==> config.mk <==
export PLATFORM = sky130hd
export DESIGN_NAME = chan_trig_receiver
export DESIGN_NICKNAME = d
export VERILOG_FILES = /design/src/rtl/chan_trig_receiver.sv
export SDC_FILE = /design/constraint.sdc
export NUM_CORES = 1
export LEC_CHECK = 0
export CORE_UTILIZATION = 45
export CTS_CLUSTER_DIAMETER = 200
export DETAILED_ROUTE_END_ITERATION = 10
export PLACE_DENSITY = 0.7
export REMOVE_ABC_BUFFERS = 1
export SLEW_MARGIN = 20
export SYNTH_ARGS = -nofsm -noshare
export SYNTH_HDL_FRONTEND = slang
export SYNTH_SLANG_ARGS = --single-unit
==> constraint.sdc <==
create_clock -name clk -period 5.27 [get_ports clk]
set_input_delay 0.527 -clock clk [delete_from_list [all_inputs] [get_ports clk]]
set_output_delay 0.527 -clock clk [all_outputs]
set_load 0.01 [all_outputs]
==> src/rtl/chan_trig_receiver.sv <==
// Master-side receiver for per-channel self-trigger lines: synchronizes async levels,
// forms a windowed coincidence, holds a request until ack, then applies deadtime.
module chan_trig_receiver #(
  parameter int NCHAN    = 5,
  parameter int WINDOW   = 2,
  parameter int DEADTIME = 8
) (
  input  logic             clk,
  input  logic             rst,
  input  logic [NCHAN-1:0] trig_in,
  input  logic [NCHAN-1:0] chan_en,
  input  logic [2:0]       min_mult,
  input  logic             enable,
  input  logic             trig_ack,
  output logic             trig_req,
  output logic [NCHAN-1:0] trig_mask,
  output logic [31:0]      trig_count,
  output logic [15:0]      lost_count,
  output logic             busy
);

  localparam int WW = (WINDOW > 1) ? $clog2(WINDOW) : 1;
  localparam int DW = (DEADTIME > 1) ? $clog2(DEADTIME) : 1;

  typedef enum logic [3:0] {
    IDLE     = 4'b0001,
    COLLECT  = 4'b0010,
    WAIT_ACK = 4'b0100,
    DEAD     = 4'b1000
  } state_t;

  function automatic logic [7:0] popcount(input logic [NCHAN-1:0] v);
    logic [7:0] sum;
    sum = 8'd0;
    for (int i = 0; i < NCHAN; i++) begin
      sum = sum + {7'd0, v[i]};
    end
    return sum;
  endfunction

  (* ASYNC_REG = "TRUE" *) logic [NCHAN-1:0] sync1_r;
  (* ASYNC_REG = "TRUE" *) logic [NCHAN-1:0] sync2_r;
  logic [NCHAN-1:0] sync2_d_r;

  state_t           state_r;
  logic [NCHAN-1:0] pending_r;
  logic [WW-1:0]    win_cnt_r;
  logic [DW-1:0]    ded_cnt_r;
  logic             trig_req_r;
  logic [NCHAN-1:0] trig_mask_r;
  logic [31:0]      trig_count_r;
  logic [15:0]      lost_count_r;
  logic             busy_r;

  logic [NCHAN-1:0] edges_s;
  logic [NCHAN-1:0] window_mask_s;
  logic [7:0]       min_eff_s;
  logic             coinc_s;
  logic             lost_en_s;
  logic [16:0]      lost_sum_s;
  logic [15:0]      lost_next_s;

  // Two-flop synchronizer plus one delay stage for rising-edge detection
  always_ff @(posedge clk) begin
    if (rst) begin
      sync1_r   <= '0;
      sync2_r   <= '0;
      sync2_d_r <= '0;
    end else begin
      sync1_r   <= trig_in;
      sync2_r   <= sync1_r;
      sync2_d_r <= sync2_r;
    end
  end

  // Edge qualification, coincidence decision and saturating lost-edge sum
  always_comb begin
    edges_s       = sync2_r & ~sync2_d_r & chan_en;
    window_mask_s = pending_r | edges_s;
    min_eff_s     = 8'd1;
    if (min_mult != 3'd0) begin
      min_eff_s = {5'd0, min_mult};
    end else begin
      min_eff_s = 8'd1;
    end
    coinc_s    = (popcount(window_mask_s) >= min_eff_s);
    lost_en_s  = ((state_r == WAIT_ACK) || (state_r == DEAD)) && (edges_s != '0);
    lost_sum_s = {1'b0, lost_count_r} + {9'd0, popcount(edges_s)};
    if (lost_sum_s[16]) begin
      lost_next_s = 16'hFFFF;
    end else begin
      lost_next_s = lost_sum_s[15:0];
    end
  end

  // Trigger FSM with registered outputs
  always_ff @(posedge clk) begin
    if (rst) begin
      state_r      <= IDLE;
      pending_r    <= '0;
      win_cnt_r    <= '0;
      ded_cnt_r    <= '0;
      trig_req_r   <= 1'b0;
      trig_mask_r  <= '0;
      trig_count_r <= 32'd0;
      lost_count_r <= 16'd0;
      busy_r       <= 1'b0;
    end else begin
      if (lost_en_s) begin
        lost_count_r <= lost_next_s;
      end
      case (state_r)
        IDLE: begin
          if (enable && (edges_s != '0)) begin
            state_r   <= COLLECT;
            pending_r <= edges_s;
            win_cnt_r <= WW'(WINDOW - 1);
            busy_r    <= 1'b1;
          end
        end
        COLLECT: begin
          if (!enable) begin
            state_r   <= IDLE;
            pending_r <= '0;
            busy_r    <= 1'b0;
          end else if (win_cnt_r == '0) begin
            pending_r <= '0;
            if (coinc_s) begin
              state_r      <= WAIT_ACK;
              trig_mask_r  <= window_mask_s;
              trig_req_r   <= 1'b1;
              trig_count_r <= trig_count_r + 32'd1;
            end else begin
              state_r <= IDLE;
              busy_r  <= 1'b0;
            end
          end else begin
            pending_r <= window_mask_s;
            win_cnt_r <= win_cnt_r - WW'(1);
          end
        end
        // The handshake always completes, regardless of enable
        WAIT_ACK: begin
          if (trig_ack) begin
            state_r     <= DEAD;
            trig_req_r  <= 1'b0;
            trig_mask_r <= '0;
            ded_cnt_r   <= DW'(DEADTIME - 1);
          end
        end
        DEAD: begin
          if (!enable || (ded_cnt_r == '0)) begin
            state_r <= IDLE;
            busy_r  <= 1'b0;
          end else begin
            ded_cnt_r <= ded_cnt_r - DW'(1);
          end
        end
        default: begin
          state_r     <= IDLE;
          pending_r   <= '0;
          trig_req_r  <= 1'b0;
          trig_mask_r <= '0;
          busy_r      <= 1'b0;
        end
      endcase
    end
  end

  assign trig_req   = trig_req_r;
  assign trig_mask  = trig_mask_r;
  assign trig_count = trig_count_r;
  assign lost_count = lost_count_r;
  assign busy       = busy_r;

endmodule

==> impl_metrics.json, run 1 <==
{
  "synth-adder-area-share": 0.0579,
  "synth_edf_count": 0,
  "critPathLaunchType": "input pin",
  "leakagePower_uw": 0.00176,
  "hp-class": "flip-flop to flip-flop",
  "final_layout_size_suffix_gt1_frac": 0.0611,
  "total_power_uw": 1180,
  "viasPerCell": 5.78,
  "powerDensity_mw_per_mm2": 231,
  "track_usage": 0.200,
  "synth_cell_types": 55,
  "cpMaxStageDelayCell": "fa_1",
  "ios": 72,
  "ys.flop_type": "dfxtp_1",
  "grt_pass1_vias": 3453,
  "cts-resized-gates": 0,
  "synth-simple-area-share": 0.287,
  "timing.hold.ws_ns": 0.444,
  "ys_warn_count": 0,
  "fin_crit_sh": 0.773,
  "vdd_drop_max_uv": 185,
  "clock.fmax_ghz": 0.245,
  "routedWlPerCell_microns": 14.5,
  "synthArstFlopShare": 0,
  "worstSkewPairLatency_ns": 0.36,
  "slew_violations": 0,
  "drtAntennaViolNets": 0,
  "drcViolationCount": 0,
  "grt_pass1_wl_mm": 15.9,
  "nNetsFinal": 568,
  "syn2layout_area_growth_pct": 24.1,
  "final_cell_mix": "dfxtp_1, clkdlybuf4s50_1, a21oi_1",
  "cts_tree": "yes",
  "std_cell_rows": 34,
  "stdcell_count": 648,
  "diodes": 0,
  "grt_max_degree": 38,
  "place_congestion": 0.787,
  "synthMuxAreaShare": 0.00244,
  "firstDrtPassIters": 6,
  "postCtsSetupRepairBufs": 0,
  "synthXorXnorAreaFrac": 0.0192,
  "cts-root-buf": "clkbuf_8",
  "vias": 3743,
  "fill_cells": 792,
  "tightest_slew_ns": 0.969,
  "die_y_microns": 97.5,
  "cts_sinks": 83,
  "rsz0062_at_grt": "no",
  "tns_ns": 0,
  "crit_type": "input pin to flip-flop",
  "avgSynthCellArea_sq_um": 8.75,
  "setup_viol_count_final": 0,
  "end_kind": "flip-flop",
  "syn_inst": 469,
  "netlist_area_sq_mm": 0.00410,
  "ys_seq_area_frac": 0.405,
  "wirelength_mm": 9.42,
  "dieArea_sq_mm": 0.00951,
  "cp_max_fo": 22,
  "cts_hold_buf": 0,
  "crit_chain": "clkdlybuf4s50_1 > and3b_1 > or2_2 > fa_1 > inv_1 > fa_1 > inv_1 > ha_1 > ha_1 > nand2_1 > o21ai_2 > buf_4 > nand4_1 > buf_4 > or4_1 > a21oi_1",
  "layout_min_cycle_time_ns": 4.07,
  "core_area_sq_mm": 0.00876,
  "cts-buffers-inserted": 9,
  "synth_compound_area_frac": 0.184,
  "drt_iter0_drc": 104,
  "grt_antenna_before_repair": 0,
  "outcome": "finished clean",
  "path_clk_slew_ns": 0.09,
  "maxSlewHeadroom": 0.354,
  "die_w_microns": 97.5,
  "multi_input_area_sq_mm": 0.00226,
  "yosys_register_bits": 83,
  "initial_core_util": 0.468,
  "synth_top_family_by_area": "simple AND/OR/NAND/NOR gates",
  "cp.required_ns": 5.56,
  "hold_viol": 0,
  "final.setup_skew_ns": 0.00821,
  "dp_hpwl_mm": 6.70,
  "seqCellArea_sq_mm": 0.00166,
  "io_buffer_count": 71,
  "final_common_cell": "dfxtp_1",
  "maxCapViolCount": 0,
  "place_area_sq_mm": 0.00489,
  "post-place-cells": 632,
  "critPathMaxStageDelay_ns": 0.51,
  "overflow": 0,
  "cts.htree.levels": 3,
  "stdcell_area_sq_mm": 0.00509,
  "arrival_ns": 4.37,
  "cts_buffer_depth": 2
}
-- cells by family after synthesis --
family | count (synthesis)
flops | 83
xor+xnor | 9
buf+inv | 46
compound gates | 120
simple gates | 194
mux | 1
fa+ha+maj | 16
-- critical path, delay by kind of cell --
kind	cells	cell delay [ns]
adder cells (fa/ha/maj)	4	1.42
AO/OA/AOI/OAI	2	0.25
buffers and inverters	5	0.94
AND/OR/NAND/NOR	5	1.22
-- stage by stage --
step	util	worst slack, ns
2_1_floorplan	-	1.00
3_3_place_gp	0.558	0.901
3_5_place_dp	0.558	0.824
4_1_cts	0.581	1.19
5_1_grt	0.581	0.958
6_report	0.581	1.20
-- area by class of cell --
type | instances | area share
Clock inverter | 7 | 0.0150
Multi-Input combinational cell | 340 | 0.443
Tap cell | 108 | 0.0265
Sequential cell | 83 | 0.326
Clock buffer | 9 | 0.0243
Inverter | 25 | 0.0184
Timing Repair Buffer | 76 | 0.146
-- layer usage --
metal	share of wire	global-route usage
met1	0.47	0.254
met2	0.47	0.334
met3	0.049	0.0540
met4	0.012	0.0543
met5	0	0
-- final timing paths --
kind,startpoint,endpoint,slack [ns],cells past startpoint
hold reg to reg,sync1_r[1]$_SDFF_PP0_,sync2_r[1]$_SDFF_PP0_,0.44,1
hold / removal,sync1_r[1]$_SDFF_PP0_,sync2_r[1]$_SDFF_PP0_,0.44,1
setup / recovery,chan_en[1],trig_count[29]$_SDFFE_PP0P_,1.20,16
setup reg to reg,sync2_d_r[1]$_SDFF_PP0_,trig_count[29]$_SDFFE_PP0P_,1.47,15
-- power breakdown --
part | leakage, uW | internal [uW] | switching (uW)
sequential | 0.000671 | 634 | 5.23
clock | 0.0000962 | 222 | 243
combinational | 0.000991 | 31.0 | 43.2
-- flip-flops by register name, summed over array words and instances, names as in the netlist, 3 cells and up --
signal	flops
ded_cnt_r	3
lost_count	16
pending_r	5
state_r	4
sync1_r	5
sync2_d_r	5
sync2_r	5
trig_count	32
trig_mask	5
-- synthesized netlist by cell type (4+ instances only) --
| master | number | share of area |
|---|---|---|
| a311oi_1 | 5 | 0.011 |
| nand2b_1 | 5 | 0.0076 |
| a21oi_1 | 44 | 0.054 |
| o31ai_1 | 12 | 0.022 |
| nand3_1 | 13 | 0.016 |
| fa_1 | 5 | 0.024 |
| o22ai_1 | 4 | 0.0061 |
| a22o_1 | 5 | 0.011 |
| dfxtp_1 | 83 | 0.40 |
| a211oi_1 | 10 | 0.018 |
| nor2_1 | 27 | 0.025 |
| and3b_1 | 5 | 0.011 |
| nand2_1 | 26 | 0.024 |
| or4_1 | 17 | 0.031 |
| o21ai_0 | 21 | 0.026 |
| nor2b_1 | 24 | 0.037 |
| nor4_1 | 4 | 0.0061 |
| ha_1 | 11 | 0.034 |
| and4_1 | 10 | 0.021 |
| nand4_1 | 13 | 0.020 |
| inv_1 | 24 | 0.022 |
| nor4b_1 | 4 | 0.0085 |
| and3_1 | 11 | 0.017 |
| xnor2_1 | 6 | 0.013 |
| nand4b_1 | 4 | 0.0085 |
| nor3_1 | 12 | 0.015 |
| or3_1 | 6 | 0.0091 |
| clkbuf_1 | 16 | 0.015 |
Note: power is estimated with default switching activity, not from simulation.
==> inputs of run 2 (changes only) <==
- clock period: 5.27 -> 4 ns (I/O delays scaled with it)
==> run 2 against run 1 <==
- clock skew increased by 0.0088 ns
- worst setup slack got worse by 0.94 ns
- global-route usage is essentially flat
==> impl_metrics.json, run 2 (same netlist as run 1, synthesis figures left out) <==
{
  "outcome": "finished clean",
  "hp-class": "flip-flop to flip-flop",
  "vias": 3774,
  "path_clk_slew_ns": 0.09,
  "worstSkewPairLatency_ns": 0.36,
  "setup_ws_ns": 0.259,
  "final_common_cell": "dfxtp_1",
  "place_area_sq_mm": 0.00500,
  "setup_viol_count_final": 0,
  "critPathMaxStageDelay_ns": 0.51,
  "syn2layout_area_growth_pct": 26.6,
  "fin_crit_sh": 0.935,
  "wirelength_mm": 9.34,
  "slew_violations": 0,
  "grt_antenna_before_repair": 0,
  "leakagePower_uw": 0.00182,
  "place_congestion": 0.823,
  "tightest_slew_ns": 0.975,
  "core_area_sq_mm": 0.00876,
  "grt_max_degree": 49,
  "cts_hold_buf": 0,
  "end_kind": "flip-flop",
  "grt_pass1_vias": 3397,
  "use_met3": 0.0388,
  "cts-resized-gates": 0,
  "fill_cells": 772,
  "vdd_drop_max_uv": 223,
  "arrival_ns": 4.02,
  "initial_core_util": 0.468,
  "final_layout_size_suffix_gt1_frac": 0.0848,
  "track_usage": 0.200,
  "firstDrtPassIters": 4,
  "hold_viol": 0,
  "powerDensity_mw_per_mm2": 299,
  "drcViolationCount": 0,
  "die_y_microns": 97.5,
  "cp.required_ns": 4.28,
  "std_cell_rows": 34,
  "dp_hpwl_mm": 6.76,
  "crit_type": "input pin to flip-flop",
  "layout_min_cycle_time_ns": 3.74,
  "final.setup_skew_ns": 0.0170,
  "cts.htree.levels": 3,
  "die_w_microns": 97.5,
  "cts_sinks": 83,
  "overflow": 0,
  "preCtsSetupSlack_ns": -0.108,
  "final_cell_mix": "dfxtp_1, clkdlybuf4s50_1, a21oi_1",
  "cts_buffer_depth": 2,
  "drtAntennaViolNets": 0,
  "cpMaxStageDelayCell": "or4_1",
  "drt_iter0_drc": 177,
  "cts_tree": "yes",
  "grt.met1_usage": 0.274,
  "cp_max_fo": 20,
  "ios": 72,
  "stdcell_area_sq_mm": 0.00520,
  "routedWlPerCell_microns": 14.1,
  "diodes": 0,
  "fin_util": 0.593,
  "rsz0062_at_grt": "no",
  "io_buffer_count": 71,
  "critPathLaunchType": "input pin",
  "grt_pass1_wl_mm": 15.8,
  "viasPerCell": 5.70,
  "cts-buffers-inserted": 9,
  "crit_chain": "clkdlybuf4s50_1 > and3b_1 > or2_2 > fa_1 > inv_1 > fa_1 > inv_1 > ha_1 > ha_1 > nand2_1 > o21ai_2 > nand4_1 > buf_4 > or4_1 > a21oi_1",
  "maxSlewHeadroom": 0.350,
  "postCtsSetupRepairBufs": 0,
  "grt-busiest-layer": "met2",
  "nNetsFinal": 582,
  "maxCapViolCount": 0,
  "cts-root-buf": "clkbuf_8",
  "largest_reg_flops": 32,
  "clock.fmax_ghz": 0.267,
  "grtUsageMet2": 0.308,
  "dieArea_sq_mm": 0.00951
}
[run 2: changes by cell type in the layout (fill, tap and decap cells not counted)]
cell,delta
clkinvlp_4,+1
clkinv_4,-1
buf_4,+14
[run 2: worst paths after layout]
check	startpoint	end	slack, ns	depth (start not counted)
worst max-delay path	chan_en[1]	trig_count[28]$_SDFFE_PP0P_	0.26	15
worst min-delay path	sync1_r[2]$_SDFF_PP0_	sync2_r[2]$_SDFF_PP0_	0.44	1
worst max register to register	sync2_d_r[1]$_SDFF_PP0_	trig_count[28]$_SDFFE_PP0P_	0.40	14
worst min register to register	sync1_r[2]$_SDFF_PP0_	sync2_r[2]$_SDFF_PP0_	0.44	1
[run 2: per-stage QoR]
step,cells,power [uW],TNS [ns],hold slack [ns]
after floorplan,448,910,-1.27,0.414
after global placement,646,962,-0.321,0.418
after detailed placement,646,963,-1.42,0.422
after CTS,662,1570,0,0.444
after global routing,662,1610,0,0.459
final,662,1550,0,0.441
[run 2: where the power goes]
group	internal [uW]	leakage [uW]	switching, uW
sequential	835	0.000671	6.83
clock	292	0.0000923	319
combinational	45.2	0.00106	56.6
total	1170	0.00182	383
[run 2: layout make-up]
class | count | area (sq um) | share of cell area
Multi-Input combinational cell | 340 | 2260 | 0.435
Sequential cell | 83 | 1660 | 0.320
Timing Repair Buffer | 90 | 848 | 0.163
Tap cell | 108 | 135 | 0.0260
Clock buffer | 9 | 124 | 0.0238
Inverter | 25 | 93.8 | 0.0181
Clock inverter | 7 | 75.1 | 0.0144
[run 2: worst max-delay path: cells and delay by family]
kind | cells | cell delay, ns
adders and majority gates | 4 | 1.42
and+or+nand+nor | 5 | 1.16
buffers and inverters | 4 | 0.74
AOI/OAI and AO/OA | 2 | 0.29
[run 2: routing by layer]
metal | share of wire | vias up
li1 | - | 1900
met2 | 0.46 | 104
met4 | 0.015 | 0
met1 | 0.48 | 1756
met3 | 0.045 | 14
met5 | 0 | -
